## src/rtl/response_statistics_report_control_pkg.sv

```systemverilog
// Shared types for the response-statistics report path: FSM states, counter index map,
// report beat layout and a helper that flattens the named counters into stats_in order.
package response_statistics_report_control_pkg;

    localparam int STATS_NUM_COUNTERS = 14;
    localparam int STATS_COUNT_W      = 32;
    localparam int REPORT_DATA_W      = 64;
    localparam int REPORT_IDX_W       = $clog2(STATS_NUM_COUNTERS);

    typedef enum logic [2:0] {
        ST_IDLE,
        ST_SNAPSHOT,
        ST_SEND,
        ST_CLEAR,
        ST_DONE
    } report_state_e;

    localparam int STATS_IDX_DONE     = 0;
    localparam int STATS_IDX_READ     = 1;
    localparam int STATS_IDX_WRITE    = 2;
    localparam int STATS_IDX_TOUCH    = 3;
    localparam int STATS_IDX_FLUSHED  = 4;
    localparam int STATS_IDX_FAULT    = 5;
    localparam int STATS_IDX_FAILED   = 6;
    localparam int STATS_IDX_NRES     = 7;
    localparam int STATS_IDX_NLOCK    = 8;
    localparam int STATS_IDX_PAGED    = 9;
    localparam int STATS_IDX_AERROR   = 10;
    localparam int STATS_IDX_DERROR   = 11;
    localparam int STATS_IDX_RESERVED = 12;
    localparam int STATS_IDX_CYCLE    = 13;

    typedef struct packed {
        logic                     valid;
        logic                     last;
        logic [REPORT_IDX_W-1:0]  index;
        logic [REPORT_DATA_W-1:0] data;
    } response_statistics_report_t;

    typedef struct packed {
        logic [STATS_COUNT_W-1:0] done_count;
        logic [STATS_COUNT_W-1:0] read_count;
        logic [STATS_COUNT_W-1:0] write_count;
        logic [STATS_COUNT_W-1:0] touch_count;
        logic [STATS_COUNT_W-1:0] flushed_count;
        logic [STATS_COUNT_W-1:0] fault_count;
        logic [STATS_COUNT_W-1:0] failed_count;
        logic [STATS_COUNT_W-1:0] nres_count;
        logic [STATS_COUNT_W-1:0] nlock_count;
        logic [STATS_COUNT_W-1:0] paged_count;
        logic [STATS_COUNT_W-1:0] aerror_count;
        logic [STATS_COUNT_W-1:0] derror_count;
        logic [STATS_COUNT_W-1:0] reserved_count;
        logic [STATS_COUNT_W-1:0] cycle_count;
    } response_statistics_t;

    function automatic logic [STATS_NUM_COUNTERS*STATS_COUNT_W-1:0] pack_stats(
        input response_statistics_t s
    );
        logic [STATS_NUM_COUNTERS*STATS_COUNT_W-1:0] flat;
        flat = '0;
        flat[STATS_IDX_DONE*STATS_COUNT_W     +: STATS_COUNT_W] = s.done_count;
        flat[STATS_IDX_READ*STATS_COUNT_W     +: STATS_COUNT_W] = s.read_count;
        flat[STATS_IDX_WRITE*STATS_COUNT_W    +: STATS_COUNT_W] = s.write_count;
        flat[STATS_IDX_TOUCH*STATS_COUNT_W    +: STATS_COUNT_W] = s.touch_count;
        flat[STATS_IDX_FLUSHED*STATS_COUNT_W  +: STATS_COUNT_W] = s.flushed_count;
        flat[STATS_IDX_FAULT*STATS_COUNT_W    +: STATS_COUNT_W] = s.fault_count;
        flat[STATS_IDX_FAILED*STATS_COUNT_W   +: STATS_COUNT_W] = s.failed_count;
        flat[STATS_IDX_NRES*STATS_COUNT_W     +: STATS_COUNT_W] = s.nres_count;
        flat[STATS_IDX_NLOCK*STATS_COUNT_W    +: STATS_COUNT_W] = s.nlock_count;
        flat[STATS_IDX_PAGED*STATS_COUNT_W    +: STATS_COUNT_W] = s.paged_count;
        flat[STATS_IDX_AERROR*STATS_COUNT_W   +: STATS_COUNT_W] = s.aerror_count;
        flat[STATS_IDX_DERROR*STATS_COUNT_W   +: STATS_COUNT_W] = s.derror_count;
        flat[STATS_IDX_RESERVED*STATS_COUNT_W +: STATS_COUNT_W] = s.reserved_count;
        flat[STATS_IDX_CYCLE*STATS_COUNT_W    +: STATS_COUNT_W] = s.cycle_count;
        return flat;
    endfunction

endpackage

```

## src/rtl/response_statistics_report_control_if.sv

```systemverilog
// Valid/ready report channel carrying one snapshot counter per beat.
interface response_statistics_report_control_if #(
    parameter int DATA_W = 64,
    parameter int IDX_W  = 4
) ();
    logic              report_valid;
    logic              report_ready;
    logic [DATA_W-1:0] report_data;
    logic [IDX_W-1:0]  report_index;
    logic              report_last;

    modport master (
        output report_valid,
        output report_data,
        output report_index,
        output report_last,
        input  report_ready
    );

    modport slave (
        input  report_valid,
        input  report_data,
        input  report_index,
        input  report_last,
        output report_ready
    );
endinterface

```

## src/rtl/response_statistics_report_control.sv

```systemverilog
// Snapshots the response-statistics counters on request and streams them one word per beat,
// optionally pulsing a clear to the statistics block once the stream has completed.
module response_statistics_report_control
    import response_statistics_report_control_pkg::*;
#(
    parameter int NUM_COUNTERS = STATS_NUM_COUNTERS,
    parameter int COUNT_W      = STATS_COUNT_W,
    parameter int DATA_W       = REPORT_DATA_W
) (
    input  logic                            clock,
    input  logic                            rstn,
    input  logic                            enabled_in,
    input  logic [NUM_COUNTERS*COUNT_W-1:0] stats_in,
    input  logic                            start,
    input  logic                            clear_on_read,
    output logic                            stats_clear,
    output logic                            report_done,
    output logic                            busy,
    response_statistics_report_control_if.master report
);

    localparam int IDX_W = (NUM_COUNTERS > 1) ? $clog2(NUM_COUNTERS) : 1;
    localparam logic [IDX_W-1:0] LAST_IDX = IDX_W'(NUM_COUNTERS - 1);

    if (COUNT_W > DATA_W || NUM_COUNTERS < 1) begin : g_bad_params
        $error("response_statistics_report_control: COUNT_W must be <= DATA_W and NUM_COUNTERS >= 1");
    end

    report_state_e      state_q, state_d;
    logic               enabled_q;
    logic               clr_q, clr_d;
    logic [IDX_W-1:0]   ptr_q, ptr_d;
    logic               valid_q, valid_d;
    logic               last_q, last_d;
    logic [IDX_W-1:0]   index_q, index_d;
    logic [DATA_W-1:0]  data_q, data_d;
    logic               clear_q, clear_d;
    logic               done_q, done_d;
    logic               busy_q, busy_d;
    logic               snap_we;
    logic               load_beat;
    logic [COUNT_W-1:0] snap_q [NUM_COUNTERS];
    logic [COUNT_W-1:0] snap_rd;

    for (genvar gi = 0; gi < NUM_COUNTERS; gi++) begin : g_snap
        always_ff @(posedge clock or negedge rstn) begin
            if (!rstn) begin
                snap_q[gi] <= '0;
            end else if (snap_we) begin
                snap_q[gi] <= stats_in[gi*COUNT_W +: COUNT_W];
            end
        end
    end

    always_comb begin
        snap_rd = '0;
        if (int'(ptr_q) < NUM_COUNTERS) begin
            snap_rd = snap_q[ptr_q];
        end
    end

    // The output stage behaves like a one-deep skid register: it refills whenever it is
    // empty or its beat is being taken, which gives one beat per cycle under constant ready.
    always_comb begin
        state_d   = state_q;
        clr_d     = clr_q;
        ptr_d     = ptr_q;
        valid_d   = valid_q;
        last_d    = last_q;
        index_d   = index_q;
        data_d    = data_q;
        clear_d   = 1'b0;
        done_d    = 1'b0;
        snap_we   = 1'b0;
        load_beat = 1'b0;

        case (state_q)
            ST_IDLE: begin
                if (start && enabled_q) begin
                    state_d = ST_SNAPSHOT;
                    clr_d   = clear_on_read;
                    ptr_d   = '0;
                end
            end
            ST_SNAPSHOT: begin
                snap_we = 1'b1;
                state_d = ST_SEND;
            end
            ST_SEND: begin
                if (!valid_q) begin
                    load_beat = 1'b1;
                end else if (report.report_ready) begin
                    if (last_q) begin
                        valid_d = 1'b0;
                        last_d  = 1'b0;
                        index_d = '0;
                        data_d  = '0;
                        if (clr_q) begin
                            state_d = ST_CLEAR;
                            clear_d = 1'b1;
                        end else begin
                            state_d = ST_DONE;
                            done_d  = 1'b1;
                        end
                    end else begin
                        load_beat = 1'b1;
                    end
                end
            end
            ST_CLEAR: begin
                state_d = ST_DONE;
                done_d  = 1'b1;
            end
            ST_DONE: begin
                state_d = ST_IDLE;
            end
            default: begin
                state_d = ST_IDLE;
            end
        endcase

        if (load_beat) begin
            valid_d = 1'b1;
            data_d  = DATA_W'(snap_rd);
            index_d = ptr_q;
            last_d  = (ptr_q == LAST_IDX);
            ptr_d   = ptr_q + 1'b1;
        end

        // Losing enable abandons the report silently: no clear and no done.
        if (!enabled_q) begin
            state_d = ST_IDLE;
            ptr_d   = '0;
            valid_d = 1'b0;
            last_d  = 1'b0;
            index_d = '0;
            data_d  = '0;
            clear_d = 1'b0;
            done_d  = 1'b0;
            snap_we = 1'b0;
        end

        busy_d = (state_d != ST_IDLE);
    end

    always_ff @(posedge clock or negedge rstn) begin
        if (!rstn) begin
            state_q   <= ST_IDLE;
            enabled_q <= 1'b0;
            clr_q     <= 1'b0;
            ptr_q     <= '0;
            valid_q   <= 1'b0;
            last_q    <= 1'b0;
            index_q   <= '0;
            data_q    <= '0;
            clear_q   <= 1'b0;
            done_q    <= 1'b0;
            busy_q    <= 1'b0;
        end else begin
            state_q   <= state_d;
            enabled_q <= enabled_in;
            clr_q     <= clr_d;
            ptr_q     <= ptr_d;
            valid_q   <= valid_d;
            last_q    <= last_d;
            index_q   <= index_d;
            data_q    <= data_d;
            clear_q   <= clear_d;
            done_q    <= done_d;
            busy_q    <= busy_d;
        end
    end

    assign report.report_valid = valid_q;
    assign report.report_data  = data_q;
    assign report.report_index = index_q;
    assign report.report_last  = last_q;
    assign stats_clear         = clear_q;
    assign report_done         = done_q;
    assign busy                = busy_q;

endmodule

```

## src/flat_wrapper.sv

```systemverilog
// flat-port wrapper written by rule: the top's interface ports become plain ports
module response_statistics_report_control_flat import response_statistics_report_control_pkg::*;
#(
    parameter int NUM_COUNTERS = STATS_NUM_COUNTERS,
    parameter int COUNT_W      = STATS_COUNT_W,
    parameter int DATA_W       = REPORT_DATA_W
)
  (clock, rstn, enabled_in, stats_in, start, clear_on_read, stats_clear, report_done, busy, report_report_valid, report_report_data, report_report_index, report_report_last, report_report_ready);
  response_statistics_report_control_if #(.DATA_W(DATA_W), .IDX_W((4))) report_i ();
  input  logic clock;
  input  logic rstn;
  input  logic enabled_in;
  input  logic [NUM_COUNTERS*COUNT_W-1:0] stats_in;
  input  logic start;
  input  logic clear_on_read;
  output logic stats_clear;
  output logic report_done;
  output logic busy;
  output wire logic [$bits(report_i.report_valid)-1:0] report_report_valid;
  output wire logic [$bits(report_i.report_data)-1:0] report_report_data;
  output wire logic [$bits(report_i.report_index)-1:0] report_report_index;
  output wire logic [$bits(report_i.report_last)-1:0] report_report_last;
  input wire logic [$bits(report_i.report_ready)-1:0] report_report_ready;
  assign report_report_valid = report_i.report_valid;
  assign report_report_data = report_i.report_data;
  assign report_report_index = report_i.report_index;
  assign report_report_last = report_i.report_last;
  assign report_i.report_ready = report_report_ready;
  response_statistics_report_control #(.NUM_COUNTERS(NUM_COUNTERS), .COUNT_W(COUNT_W), .DATA_W(DATA_W)) u_core (.clock(clock), .rstn(rstn), .enabled_in(enabled_in), .stats_in(stats_in), .start(start), .clear_on_read(clear_on_read), .stats_clear(stats_clear), .report_done(report_done), .busy(busy), .report(report_i));
endmodule
```

## config.mk

```make
export PLATFORM = sky130hd
export DESIGN_NAME = response_statistics_report_control_flat
export DESIGN_NICKNAME = d
export VERILOG_FILES = /design/src/rtl/response_statistics_report_control_pkg.sv /design/src/rtl/response_statistics_report_control_if.sv /design/src/rtl/response_statistics_report_control.sv /design/src/flat_wrapper.sv
export SDC_FILE = /design/constraint.sdc
export NUM_CORES = 1
export LEC_CHECK = 0
export CORE_MARGIN = 5
export CORE_UTILIZATION = 37
export DETAILED_ROUTE_END_ITERATION = 10
export HOLD_SLACK_MARGIN = 0.05
export PLACE_DENSITY = 0.6
export SLEW_MARGIN = 20
export SYNTH_ARGS = -nofsm -noshare
export SYNTH_HDL_FRONTEND = slang
export SYNTH_SLANG_ARGS = --single-unit
```

## constraint.sdc

```tcl
create_clock -name clock -period 2.27 [get_ports clock]
set_input_delay 0.3405 -clock clock [delete_from_list [all_inputs] [get_ports clock]]
set_output_delay 0.3405 -clock clock [all_outputs]
set_load 0.1 [all_outputs]
```

==> metrics.log <==
INFO  metric drive_gt1_share = 36.5%
INFO  metric timing.critical_path.cells = buf_12 > mux4_2 > mux2_2 > o221ai_1 > nand2_1
INFO  metric iter_0_drt_violations = ~780
INFO  metric critPathMaxFanout = 18
INFO  metric synth.area.top_cells = dfrtp_1 56%, mux2_2 24%, mux2i_1 4.4%
INFO  metric cts_tree = yes
INFO  metric leakagePower = 12.5 nW
INFO  metric cts-root-buf = clkbuf_16
INFO  metric max_freq = 0.468 GHz
INFO  metric synth_sequential_area_ratio = a little under three fifths
INFO  metric grt_pass1_wl = 104 mm
INFO  metric critPathTopFamily = multiplexers
INFO  metric fin_tns_setup = 0 ps
INFO  metric power_frac_comb = 21.1%
INFO  metric worst_hold_startpoint = enabled_in
INFO  metric hold_slack = 183 ps
INFO  metric sw_ratio = 26.0%
INFO  metric total_switching_power = 7.37 mW
INFO  metric outcome = finished, final reports clean
INFO  metric post_detail_place_hpwl = approximately 52 mm
INFO  metric globalplace.congestion = roughly 0.84
INFO  metric finish.cell_count_without_fillers = roughly 2800
INFO  metric timing.reg2reg.worst_path_depth = 5
INFO  metric num_rows = 90
INFO  metric place_inst = 2733
INFO  metric critical_path_required = 2730 ps
INFO  metric ioPinCount = 527
INFO  metric port_buffers = 494
INFO  metric total_power = approximately 28 mW
INFO  metric pwr-share-seq = about 45%
INFO  metric route.detailed.wl_per_inst = 24.6 microns
INFO  metric layout.cells.most_common = dfrtp_1
INFO  metric htreeDepth = 2
INFO  metric reg2reg_setup_slack = 130 ps
INFO  metric dieArea = 65700 sq um
INFO  metric resized_cells_post_cts = 0
INFO  metric die_h = 256 microns
INFO  metric initial_core_util = around 37%
INFO  metric synth_area_leader = dfrtp_1
INFO  metric drtPass1Iterations = 5
INFO  metric worst_setup_path_end_kind = flip-flop
INFO  metric vias = 14600
INFO  metric global_route.usage.total = between 20% and 30%
INFO  metric holdCritPathClass = in2reg
INFO  metric insertion_delay = 600 ps
INFO  metric tightest_slew = approximately 720 ps
INFO  metric fillers = 5056
INFO  metric chipWidth = roughly 260 microns
INFO  metric setup-violations-final = 0
INFO  metric netlist_area = about 22000 sq um
INFO  metric worst-path-buf-inv = 1
INFO  metric period_minus_slack = 2140 ps
INFO  metric inserted_clock_buffers = 55
INFO  metric largest_clock_skew_in_the_final_design = 28.6 ps
INFO  metric cp_slowest_cell = dfrtp_4
INFO  metric arrival = roughly 2600 ps
INFO  metric area_growth = 36.1%
INFO  metric synth-seq-cells = about 500
INFO  metric antenna_violating_nets_post_route = 0
INFO  metric criticalPathCategory = reg2reg
INFO  metric internal_power = ~21 mW
INFO  metric area_share_of_the_largest_cell_type_after_synthesis = between 50% and 60%
INFO  metric global_route_total_overflow = 0
INFO  metric pin_count_of_the_biggest_net_entering_global_routing = slightly above 70
INFO  metric core_region_area = 60200 sq um
INFO  metric start_kind = flip-flop
INFO  metric yosys.cell_types.count = 37
INFO  metric timing.final.hold_violations = 0
INFO  metric timing.max_cap.violations = 0
INFO  metric worst_r2r_startpoint = u_core.ptr_q[0]$_DFFE_PN0P_
INFO  metric power_per_cell_area = 928 nW/um^2
INFO  metric max_transition_margin = 52.0%
INFO  metric final_net_count = ~2500
INFO  metric synth.avg_cell_area = 15.1 sq um
INFO  metric final.period_utilization = 94.2%
INFO  metric min_delay_endpoint = u_core.enabled_q$_DFF_PN0_
INFO  metric cts.sinks = 498
INFO  metric postRouteWirelength = 70.1 mm
INFO  metric post_synth_inst_count = 1488
INFO  metric worst-path-stages = 5
INFO  metric maxSlewViolCount = 0
INFO  metric drt_drc_violations_left = 0
INFO  metric synthesis.yosys.warnings = 0
INFO  metric setup_repair_after_global_routing_missed_its_margin = no
INFO  metric grt_pass1_vias = 16000
INFO  metric grt_antenna_before_repair = 20
INFO  metric timing.critical_path.slowest_cell_delay = between 500 and 600 ps
INFO  metric number_of_stages_on_the_worst_hold_path = 1
INFO  metric cts-root-to-sink-buffers = 3
INFO  metric final_cell_mix = 494 x dfrtp_1, 482 x mux2_2, 452 x clkdlybuf4s50_1, 98 x mux2i_1, 86 x buf_4
INFO  metric clkTransAtPathRegs = 60 ps
INFO  metric viasPerCell = slightly above 5
INFO  metric reg_to_reg_endpoint = u_core.report.report_data[10]$_DFFE_PN0P_
INFO  metric clkPwrFrac = 34.3%
INFO  metric vdd_drop_max = between 0.0005 and 0.0006 V
## synthesized netlist by cell type, drive strengths merged
cell type  number
mux2          482
a211oi          1
clkbuf         28
nand4           1
dfrtp         498
or3b            1
nand3           2
and2            2
or3             2
conb            1
inv             4
nor2b           1
nand2          68
a22o            5
a211o           1
mux2i          98
buf           107
o211a           2
ha              2
or2             2
o221ai         33
o22ai          32
o21a            1
o31a            1
o21ai          33
mux4           64
a21oi           2
nor3            1
a22oi           1
nand2b          6
nor2            5
a21o            1
## how the worst max path moves through the flow
stage	startpoint	to	slack (ps)
detailed placement	u_core.ptr_q[0]$_DFFE_PN0P_	u_core.report.report_data[24]$_DFFE_PN0P_	130
global route	u_core.ptr_q[0]$_DFFE_PN0P_	u_core.report.report_data[24]$_DFFE_PN0P_	30
CTS	u_core.ptr_q[0]$_DFFE_PN0P_	u_core.report.report_data[11]$_DFFE_PN0P_	120
global placement	u_core.ptr_q[0]$_DFFE_PN0P_	u_core.report.report_data[24]$_DFFE_PN0P_	150
finish	u_core.ptr_q[0]$_DFFE_PN0P_	u_core.report.report_data[10]$_DFFE_PN0P_	130
floorplan	u_core.report.report_valid$_DFFE_PN0N_	u_core.report.report_data[10]$_DFFE_PN0P_	300
## metrics by stage
stage	setup WS [ps]	utilization (%)	cell area, sq um
global placement	147	47.4	28500
global route	34.0	50.7	30500
floorplan	295	-	22600
detailed placement	133	47.4	28500
CTS	117	50.7	30500
finish	131	50.7	30600
## power by group through the flow
stage / Sequential (mW) / Clock [mW] / Combinational, mW
floorplan: 12.5 / 0 / 3.86
global placement: 12.7 / 0 / 5.86
detailed placement: 12.8 / 0 / 6.01
CTS: 12.7 / 9.98 / 6.06
global route: 12.9 / 10.3 / 6.47
finish: 12.7 / 9.74 / 5.98
## sequential cells by signal (all words and copies together) (netlist names), 3 cells and up
register,flops
u_core.snap_q,448
u_core.report.report_data,32
u_core.ptr_q,4
u_core.report.report_index,4
u_core.state_q,3
## cell families (layout without fill, tap and decap cells)
family	Yosys count	after routing	synth area share [%]
other	1	43	0.0167
adders and majority gates	2	2	0.111
DFF	498	498	55.5
buffers and inverters	139	672	3.55
AOI/OAI and AO/OA	113	113	3.68
muxes	644	644	35.4
and+or+nand+nor	91	91	1.74
## worst register-to-register path, stage by stage (launching register included)
cell and delay [ps]:
dfrtp_4 580, buf_12 250, mux4_2 570, mux2_2 340, o221ai_1 200, nand2_1 70
## per-layer routing
layer  global-route usage [%]  share of wire [%]  vias to the layer above
met5                        0               0.18                        -
met2                     32.4                 46                      414
li1                         -                  -                     6521
met1                     29.2                 45                     7585
met4                     4.90                2.1                       16
met3                     5.52                6.3                       93
## timing repair
item,4_1_cts,5_1_grt
hold buffers,1,0
buffers inserted,0,0
endpoints found under the hold margin,38,0
## final cells by class
cell class	instances	area (sq um)	area share, %
tap	782	978	3.20
multi-input combinational	882	9320	30.5
timing repair buffer	568	5760	18.8
sequential	498	12500	40.8
clock buffer	75	1600	5.24
antenna	11	27.5	0.0901
inverter	4	15.0	0.0491
clock inverter	25	389	1.27
(Power assumes the default switching activity.)
